[config.mk]
export PLATFORM = sky130hd
export DESIGN_NAME = adder_issue_ctrl_flat
export DESIGN_NICKNAME = d
export VERILOG_FILES = /design/src/rtl/adder_issue_pkg.sv /design/src/rtl/adder_issue_ctrl_if.sv /design/src/rtl/adder_issue_fifo.sv /design/src/rtl/adder_issue_ctrl.sv /design/src/flat_wrapper.sv
export SDC_FILE = /design/constraint.sdc
export NUM_CORES = 1
export LEC_CHECK = 0
export CORE_MARGIN = 2
export CORE_UTILIZATION = 49
export CTS_BUF_LIST = sky130_fd_sc_hd__clkbuf_8
export CTS_CLUSTER_DIAMETER = 80
export DETAILED_ROUTE_END_ITERATION = 16
export PLACE_DENSITY = 0.83
export SYNTH_ARGS = -nofsm -noshare
export SYNTH_HDL_FRONTEND = slang
export SYNTH_SLANG_ARGS = --single-unit
export TNS_END_PERCENT = 10
[constraint.sdc]
create_clock -name clk -period 2.3 [get_ports clk]
set_input_delay 0.46 -clock clk [delete_from_list [all_inputs] [get_ports clk]]
set_output_delay 0.46 -clock clk [all_outputs]
set_load 0.02 [all_outputs]
[src/rtl/adder_issue_pkg.sv]
`default_nettype none
// +----------------------------------------------------------------------+
// | adder_issue_pkg : shared types and wait-class helpers for the issuer |
// | Revision: 1.0                                                        |
// +----------------------------------------------------------------------+
package adder_issue_pkg;

  localparam int DATA_W = 16;

  typedef enum logic [1:0] {
    ST_IDLE    = 2'd0,
    ST_LAUNCH  = 2'd1,
    ST_WAIT    = 2'd2,
    ST_CAPTURE = 2'd3
  } state_t;

  typedef enum logic [2:0] {
    CLASS_1 = 3'd1,
    CLASS_2 = 3'd2,
    CLASS_3 = 3'd3,
    CLASS_4 = 3'd4
  } wait_class_t;

  typedef struct packed {
    logic              cout;
    logic [DATA_W-1:0] sum;
    logic [3:0]        cycles;
  } fifo_entry_t;

  // Long propagate runs across the block boundaries stretch the carry chain.
  function automatic wait_class_t classify(input logic [DATA_W-1:0] p);
    logic [2:0] sel;
    sel = {~(p[12] & p[11]), ~(p[8] & p[7]), ~(p[4] & p[3])};
    case (sel)
      3'b000:         return CLASS_4;
      3'b001, 3'b100: return CLASS_3;
      3'b111:         return CLASS_1;
      default:        return CLASS_2;
    endcase
  endfunction

  function automatic logic [3:0] wait_cycles(input int max_wait, input wait_class_t cls);
    int v;
    v = (max_wait * int'(cls)) / 4;
    if (v < 1) v = 1;
    return v[3:0];
  endfunction

endpackage
`default_nettype wire

[src/rtl/adder_issue_ctrl_if.sv]
`default_nettype none
// +----------------------------------------------------------------------+
// | adder_issue_ctrl_if : operand, adder and result handshake bundle     |
// | Revision: 1.0                                                        |
// +----------------------------------------------------------------------+
interface adder_issue_ctrl_if;
  import adder_issue_pkg::*;

  logic              in_valid;
  logic              in_ready;
  logic [DATA_W-1:0] in_a;
  logic [DATA_W-1:0] in_b;
  logic              in_cin;

  logic [DATA_W-1:0] add_a;
  logic [DATA_W-1:0] add_b;
  logic              add_cin;
  logic              add_f;
  logic              add_request;
  logic [DATA_W-1:0] add_sum;
  logic              add_cout;

  logic              out_valid;
  logic              out_ready;
  logic [DATA_W-1:0] out_sum;
  logic              out_cout;
  logic [3:0]        out_cycles;

  // Environment side: operand source, dynamic adder and result sink.
  modport master (
    output in_valid, in_a, in_b, in_cin, add_sum, add_cout, out_ready,
    input  in_ready, add_a, add_b, add_cin, add_f, add_request,
           out_valid, out_sum, out_cout, out_cycles
  );

  modport slave (
    input  in_valid, in_a, in_b, in_cin, add_sum, add_cout, out_ready,
    output in_ready, add_a, add_b, add_cin, add_f, add_request,
           out_valid, out_sum, out_cout, out_cycles
  );
endinterface
`default_nettype wire

[src/rtl/adder_issue_fifo.sv]
`default_nettype none
// +----------------------------------------------------------------------+
// | adder_issue_fifo : 2-entry result FIFO, head always in slot 0        |
// | Revision: 1.0                                                        |
// +----------------------------------------------------------------------+
module adder_issue_fifo #(
  parameter type T = logic [7:0]
) (
  input  logic clk,
  input  logic rst_n,
  input  logic push,
  input  T     push_data,
  input  logic pop,
  output logic full,
  output logic empty,
  output T     head
);

  logic [1:0] r_count;
  T           r_mem0;
  T           r_mem1;
  logic       w_pop;
  logic       w_push;

  assign w_pop  = pop && (r_count != 2'd0);
  assign w_push = push && ((r_count != 2'd2) || w_pop);

  always_ff @(posedge clk or negedge rst_n) begin
    if (!rst_n) begin
      r_count <= 2'd0;
      r_mem0  <= '0;
      r_mem1  <= '0;
    end else begin
      case ({w_push, w_pop})
        2'b10: begin
          if (r_count == 2'd0) r_mem0 <= push_data;
          else                 r_mem1 <= push_data;
          r_count <= r_count + 2'd1;
        end
        2'b01: begin
          r_mem0  <= r_mem1;
          r_count <= r_count - 2'd1;
        end
        2'b11: begin
          if (r_count == 2'd1) begin
            r_mem0 <= push_data;
          end else begin
            r_mem0 <= r_mem1;
            r_mem1 <= push_data;
          end
        end
        default: ;
      endcase
    end
  end

  assign full  = (r_count == 2'd2);
  assign empty = (r_count == 2'd0);
  assign head  = r_mem0;

endmodule
`default_nettype wire

[src/rtl/adder_issue_ctrl.sv]
`default_nettype none
// +----------------------------------------------------------------------+
// | adder_issue_ctrl : issues operands to a dynamic adder, waits a       |
// | data-dependent time, queues results. Option: ADDER_ISSUE_STATS_EN    |
// | Revision: 1.0                                                        |
// +----------------------------------------------------------------------+
module adder_issue_ctrl
  import adder_issue_pkg::*;
#(
  parameter int MAX_WAIT = 8
) (
  input  logic               clk,
  input  logic               rst_n,
  adder_issue_ctrl_if.slave  bus
`ifdef ADDER_ISSUE_STATS_EN
  ,
  output logic [15:0]        stat_ops,
  output logic [15:0]        stat_saved
`endif
);

  state_t            r_state;
  state_t            w_next;
  logic [DATA_W-1:0] r_a;
  logic [DATA_W-1:0] r_b;
  logic              r_cin;
  logic [3:0]        r_n;
  logic [3:0]        r_cnt;
  logic              w_accept;
  logic              w_push;
  logic              w_pop;
  logic              w_full;
  logic              w_empty;
  logic              w_add_f;
  logic              w_add_request;
  fifo_entry_t       w_push_data;
  fifo_entry_t       w_head;

  // rst_n gate keeps in_ready low for the whole reset window.
  assign bus.in_ready = rst_n && (r_state == ST_IDLE) && !w_full;
  assign w_accept     = bus.in_valid && bus.in_ready;

  always_comb begin
    w_next        = r_state;
    w_add_f       = 1'b0;
    w_add_request = 1'b0;
    case (r_state)
      ST_IDLE: begin
        w_add_f = 1'b1;
        if (w_accept) w_next = ST_LAUNCH;
      end
      ST_LAUNCH: begin
        w_add_f = 1'b1;
        w_next  = ST_WAIT;
      end
      ST_WAIT: begin
        if (r_cnt == r_n) w_next = ST_CAPTURE;
      end
      ST_CAPTURE: begin
        w_add_request = 1'b1;
        w_next        = ST_IDLE;
      end
      default: w_next = ST_IDLE;
    endcase
  end

  // Counter runs through LAUNCH so that WAIT lasts exactly N cycles.
  always_ff @(posedge clk or negedge rst_n) begin
    if (!rst_n) begin
      r_state <= ST_IDLE;
      r_a     <= '0;
      r_b     <= '0;
      r_cin   <= 1'b0;
      r_n     <= 4'd0;
      r_cnt   <= 4'd0;
    end else begin
      r_state <= w_next;
      if (w_accept) begin
        r_a   <= bus.in_a;
        r_b   <= bus.in_b;
        r_cin <= bus.in_cin;
        r_n   <= wait_cycles(MAX_WAIT, classify(bus.in_a ^ bus.in_b));
        r_cnt <= 4'd0;
      end else if ((r_state == ST_LAUNCH) || (r_state == ST_WAIT)) begin
        r_cnt <= r_cnt + 4'd1;
      end else if (r_state == ST_CAPTURE) begin
        r_cnt <= 4'd0;
      end
    end
  end

  assign bus.add_a       = r_a;
  assign bus.add_b       = r_b;
  assign bus.add_cin     = r_cin;
  assign bus.add_f       = w_add_f;
  assign bus.add_request = w_add_request;

  assign w_push      = (r_state == ST_CAPTURE);
  assign w_pop       = bus.out_valid && bus.out_ready;
  assign w_push_data = '{cout: bus.add_cout, sum: bus.add_sum, cycles: r_n};

  adder_issue_fifo #(
    .T (fifo_entry_t)
  ) u_fifo (
    .clk       (clk),
    .rst_n     (rst_n),
    .push      (w_push),
    .push_data (w_push_data),
    .pop       (w_pop),
    .full      (w_full),
    .empty     (w_empty),
    .head      (w_head)
  );

  assign bus.out_valid  = !w_empty;
  assign bus.out_sum    = w_head.sum;
  assign bus.out_cout   = w_head.cout;
  assign bus.out_cycles = w_head.cycles;

`ifdef ADDER_ISSUE_STATS_EN
  localparam logic [3:0] MAX_WAIT_L = 4'(MAX_WAIT);

  logic [15:0] r_stat_ops;
  logic [15:0] r_stat_saved;
  logic [16:0] w_ops_inc;
  logic [16:0] w_saved_inc;

  assign w_ops_inc   = {1'b0, r_stat_ops} + 17'd1;
  assign w_saved_inc = {1'b0, r_stat_saved} + {13'd0, MAX_WAIT_L - r_n};

  always_ff @(posedge clk or negedge rst_n) begin
    if (!rst_n) begin
      r_stat_ops   <= 16'd0;
      r_stat_saved <= 16'd0;
    end else if (r_state == ST_CAPTURE) begin
      r_stat_ops   <= w_ops_inc[16]   ? 16'hFFFF : w_ops_inc[15:0];
      r_stat_saved <= w_saved_inc[16] ? 16'hFFFF : w_saved_inc[15:0];
    end
  end

  assign stat_ops   = r_stat_ops;
  assign stat_saved = r_stat_saved;
`endif

endmodule
`default_nettype wire

[src/flat_wrapper.sv]
// flat-port wrapper written by rule: the top's interface ports become plain ports
module adder_issue_ctrl_flat import adder_issue_pkg::*;
#(
  parameter int MAX_WAIT = 8
)
  (clk, rst_n, bus_in_valid, bus_in_a, bus_in_b, bus_in_cin, bus_add_sum, bus_add_cout, bus_out_ready, bus_in_ready, bus_add_a, bus_add_b, bus_add_cin, bus_add_f, bus_add_request, bus_out_valid, bus_out_sum, bus_out_cout, bus_out_cycles);
  adder_issue_ctrl_if bus_i ();
  input  logic clk;
  input  logic rst_n;
  input wire logic [$bits(bus_i.in_valid)-1:0] bus_in_valid;
  input wire logic [$bits(bus_i.in_a)-1:0] bus_in_a;
  input wire logic [$bits(bus_i.in_b)-1:0] bus_in_b;
  input wire logic [$bits(bus_i.in_cin)-1:0] bus_in_cin;
  input wire logic [$bits(bus_i.add_sum)-1:0] bus_add_sum;
  input wire logic [$bits(bus_i.add_cout)-1:0] bus_add_cout;
  input wire logic [$bits(bus_i.out_ready)-1:0] bus_out_ready;
  output wire logic [$bits(bus_i.in_ready)-1:0] bus_in_ready;
  output wire logic [$bits(bus_i.add_a)-1:0] bus_add_a;
  output wire logic [$bits(bus_i.add_b)-1:0] bus_add_b;
  output wire logic [$bits(bus_i.add_cin)-1:0] bus_add_cin;
  output wire logic [$bits(bus_i.add_f)-1:0] bus_add_f;
  output wire logic [$bits(bus_i.add_request)-1:0] bus_add_request;
  output wire logic [$bits(bus_i.out_valid)-1:0] bus_out_valid;
  output wire logic [$bits(bus_i.out_sum)-1:0] bus_out_sum;
  output wire logic [$bits(bus_i.out_cout)-1:0] bus_out_cout;
  output wire logic [$bits(bus_i.out_cycles)-1:0] bus_out_cycles;
  assign bus_i.in_valid = bus_in_valid;
  assign bus_i.in_a = bus_in_a;
  assign bus_i.in_b = bus_in_b;
  assign bus_i.in_cin = bus_in_cin;
  assign bus_i.add_sum = bus_add_sum;
  assign bus_i.add_cout = bus_add_cout;
  assign bus_i.out_ready = bus_out_ready;
  assign bus_in_ready = bus_i.in_ready;
  assign bus_add_a = bus_i.add_a;
  assign bus_add_b = bus_i.add_b;
  assign bus_add_cin = bus_i.add_cin;
  assign bus_add_f = bus_i.add_f;
  assign bus_add_request = bus_i.add_request;
  assign bus_out_valid = bus_i.out_valid;
  assign bus_out_sum = bus_i.out_sum;
  assign bus_out_cout = bus_i.out_cout;
  assign bus_out_cycles = bus_i.out_cycles;
  adder_issue_ctrl #(.MAX_WAIT(MAX_WAIT)) u_core (.clk(clk), .rst_n(rst_n), .bus(bus_i));
endmodule
==> metrics <==
Avg WL per Cell 14.7 um; slew of the pin with the lowest slew margin 1070 ps; gr ovfl total 0; largest cells by area after synthesis dfrtp_1 58%, mux2_2 11%, a22oi_1 4.2%, ha_1 3.0%, o21ai_0 2.9%; via count of the routed design 2806; maximum clock path buffer count 2; final instance area 5170 um2; Yosys cell types 38; Worst slew margin 0.285; NumNets Final 499; first-pass GRT wire length 13400 um; routability cong. 0.806; ANT cells 0; FILL cells 495; CTS tree done; worst-path maximum fanout 4; net count of the mapped netlist 386; Setup Viol. Count Final 0; Worst EP required 1840 ps; buffers added on ports 111; CP Data Arrival Time 1700 ps; Antenna Nets Post-Route 0; Placed Area 4970 um2; initial antenna violation count 0; Ys Warns 0; Setup Skew 11.6 ps; Tot GR Track Use 0.201; Die Wd 91.3 um; crit share post-route 0.939; number of DRC markers in iteration 0 132; Min-Delay Path Class in -> async; unrepaired setup endpoints after global routing false; Tot Pwr 7.33 mW; die area 8340 um2; CP endpoint kind output port; sequential area share after synthesis 0.583; largest net degree at the start of global routing 88; height of the die 91.3 um; number of detailed-route iterations in the first pass 4; Util after Layout 0.705; fmax 463 MHz; total CTS buffers 9; Setup Buffers After CTS 0; fin. max-slew vios 0; Synth area leader dfrtp_1; I/O pin count 112; Worst-path clk slew 80 ps; Crit Path Class reg -> out; Synth top area share 0.583; Multi-input gate area 1390 um2; synthesized area 3740 um2; placeable core area 7330 um2; status finished, final reports clean; clk sinks 87; layout cells sized above 1 0.147; Final Hold Fails 0; hpwl dp 5650 um; critical path startpoint category register; cts hold-fix bufs 0; vias per inst 5.20; vias in the first global route 2923; Mapped Cells 323; Static Leakage 2.30 nW; initial core utilization 0.510; synthesized area per cell 11.6 um2; Post-route DRC 0; Max VDD drop 796 uV; row count 31; routed wire length 7930 um; CTS H-tree depth 3; PwrDens 1420 nW/um2; Tmin final 2160 ps; Clk Tree Root Cell clkbuf_8; max cap viols 0; Total Neg Setup Slack 0 ps; worst skew pair latency 350 ps; Yosys reg bits 87; dpl ws 47.5 ps; P&R area growth vs syn 38.4%; worst setup margin 139 ps; FF+latch area 2180 um2
[sequential cells by signal (all words and copies together), names as in the netlist]
signal,flops
u_core.u_fifo.head,21
u_core.u_fifo.r_count,2
u_core.bus.add_b,16
u_core.bus.add_a,16
u_core.r_cnt,4
u_core.r_state,2
u_core.u_fifo.r_mem1,21
u_core.r_n,4
u_core.bus.add_cin,1
[through the flow]
| stage | std cells | hold slack, ps |
|---|---|---|
| 4_1_cts | 540 | 459 |
| 3_3_place_gp | 524 | 463 |
| 6_report | 540 | 403 |
| 3_5_place_dp | 524 | 472 |
| 5_1_grt | 540 | 521 |
| 2_1_floorplan | 323 | 164 |
[cells in the mapped netlist]
cell type,instances
a21boi_0,1
a21o_1,2
a21oi_1,10
a221oi_1,1
a22oi_1,21
a31oi_1,1
and2_1,1
and2b_1,1
and3_1,2
buf_2,8
buf_4,4
clkbuf_1,4
dfrtp_1,87
ha_1,9
inv_1,27
mux2_2,35
mux2i_1,1
nand2_1,27
nand2b_1,1
nand3_1,1
nand4_1,1
nand4b_1,1
nand4bb_1,1
nor2_1,9
nor2b_1,2
nor3_1,1
nor3b_1,1
nor4b_1,1
o2111ai_2,1
o211ai_1,1
o21ai_0,22
o21ai_1,21
o31ai_1,2
o32a_1,1
or2_1,1
or2_2,2
xnor2_1,7
xor2_1,4
[layout by cell type (no fill, tap or decap), types with 3 or more instances in the layout]
| cell type | count |
|---|---|
| o21ai_1 | 21 |
| buf_4 | 6 |
| xor2_1 | 4 |
| xnor2_1 | 7 |
| ha_1 | 8 |
| a22oi_1 | 21 |
| mux2_2 | 35 |
| nor2_1 | 9 |
| o21ai_0 | 22 |
| clkinvlp_4 | 3 |
| a21oi_1 | 9 |
| clkbuf_8 | 9 |
| nand2_1 | 27 |
| clkdlybuf4s50_1 | 107 |
| inv_1 | 27 |
| dfrtp_1 | 87 |
[path summary, 6_finish.rpt]
check	start	end	slack, ps	depth (start not counted)
worst max register to register	u_core.u_fifo.r_count[1]	u_core.u_fifo.head[17]	230	6
max in group asynchronous	rst_n	u_core.bus.add_b[1]	1180	2
worst min register to register	u_core.u_fifo.r_mem1[14]	u_core.u_fifo.r_mem1[14]	490	2
worst max-delay path	u_core.u_fifo.r_count[0]	bus_in_ready	140	5
worst min-delay path	rst_n	u_core.u_fifo.r_mem1[16]	400	2
min in group clk	u_core.u_fifo.r_mem1[14]	u_core.u_fifo.r_mem1[14]	490	2
[final cells by class]
type / count / area share
tap: 99 / 0.0240
inverter: 27 / 0.0196
timing repair buffer: 118 / 0.230
clock inverter: 7 / 0.0138
multi-input combinational: 193 / 0.268
sequential: 87 / 0.421
clock buffer: 9 / 0.0240
[worst max-delay path, cell delays in order (launching register included)]
cell             delay, ps
dfrtp_1                400
inv_1                   80
ha_1                   240
nor2b_1                190
and2_1                 150
clkdlybuf4s15_1        300
[cells by family (layout without fill, tap and decap cells)]
logic type,count (synthesis),after routing,share of synthesized area
flops,87,87,0.583
compound gates,84,84,0.136
simple gates,53,53,0.0673
buf+inv,43,161,0.0499
mux,36,36,0.108
xor+xnor,11,11,0.0258
fa+ha+maj,9,9,0.0301
[per-layer routing]
layer / track usage / share of wire / vias up / wire [um]
li1: - / - / 1337 / -
met1: 0.242 / 0.41 / 1351 / 3220
met2: 0.328 / 0.48 / 107 / 3820
met3: 0.0780 / 0.096 / 11 / 759
met4: 0.0732 / 0.015 / 0 / 121
met5: 0 / 0 / - / 0
[what timing repair did]
item | 4_1_cts | 5_1_grt
cloned | 0 | 0
setup endpoints to repair | 2 | 3
gates resized for setup | 2 | 3
[power by group]
part / switching (mW) / internal [mW]
clock: 0.549 / 0.502
combinational: 1.83 / 1.79
sequential: 0.412 / 2.26
total: 2.79 / 4.54
No activity file was read; power rests on OpenSTA's default activity.
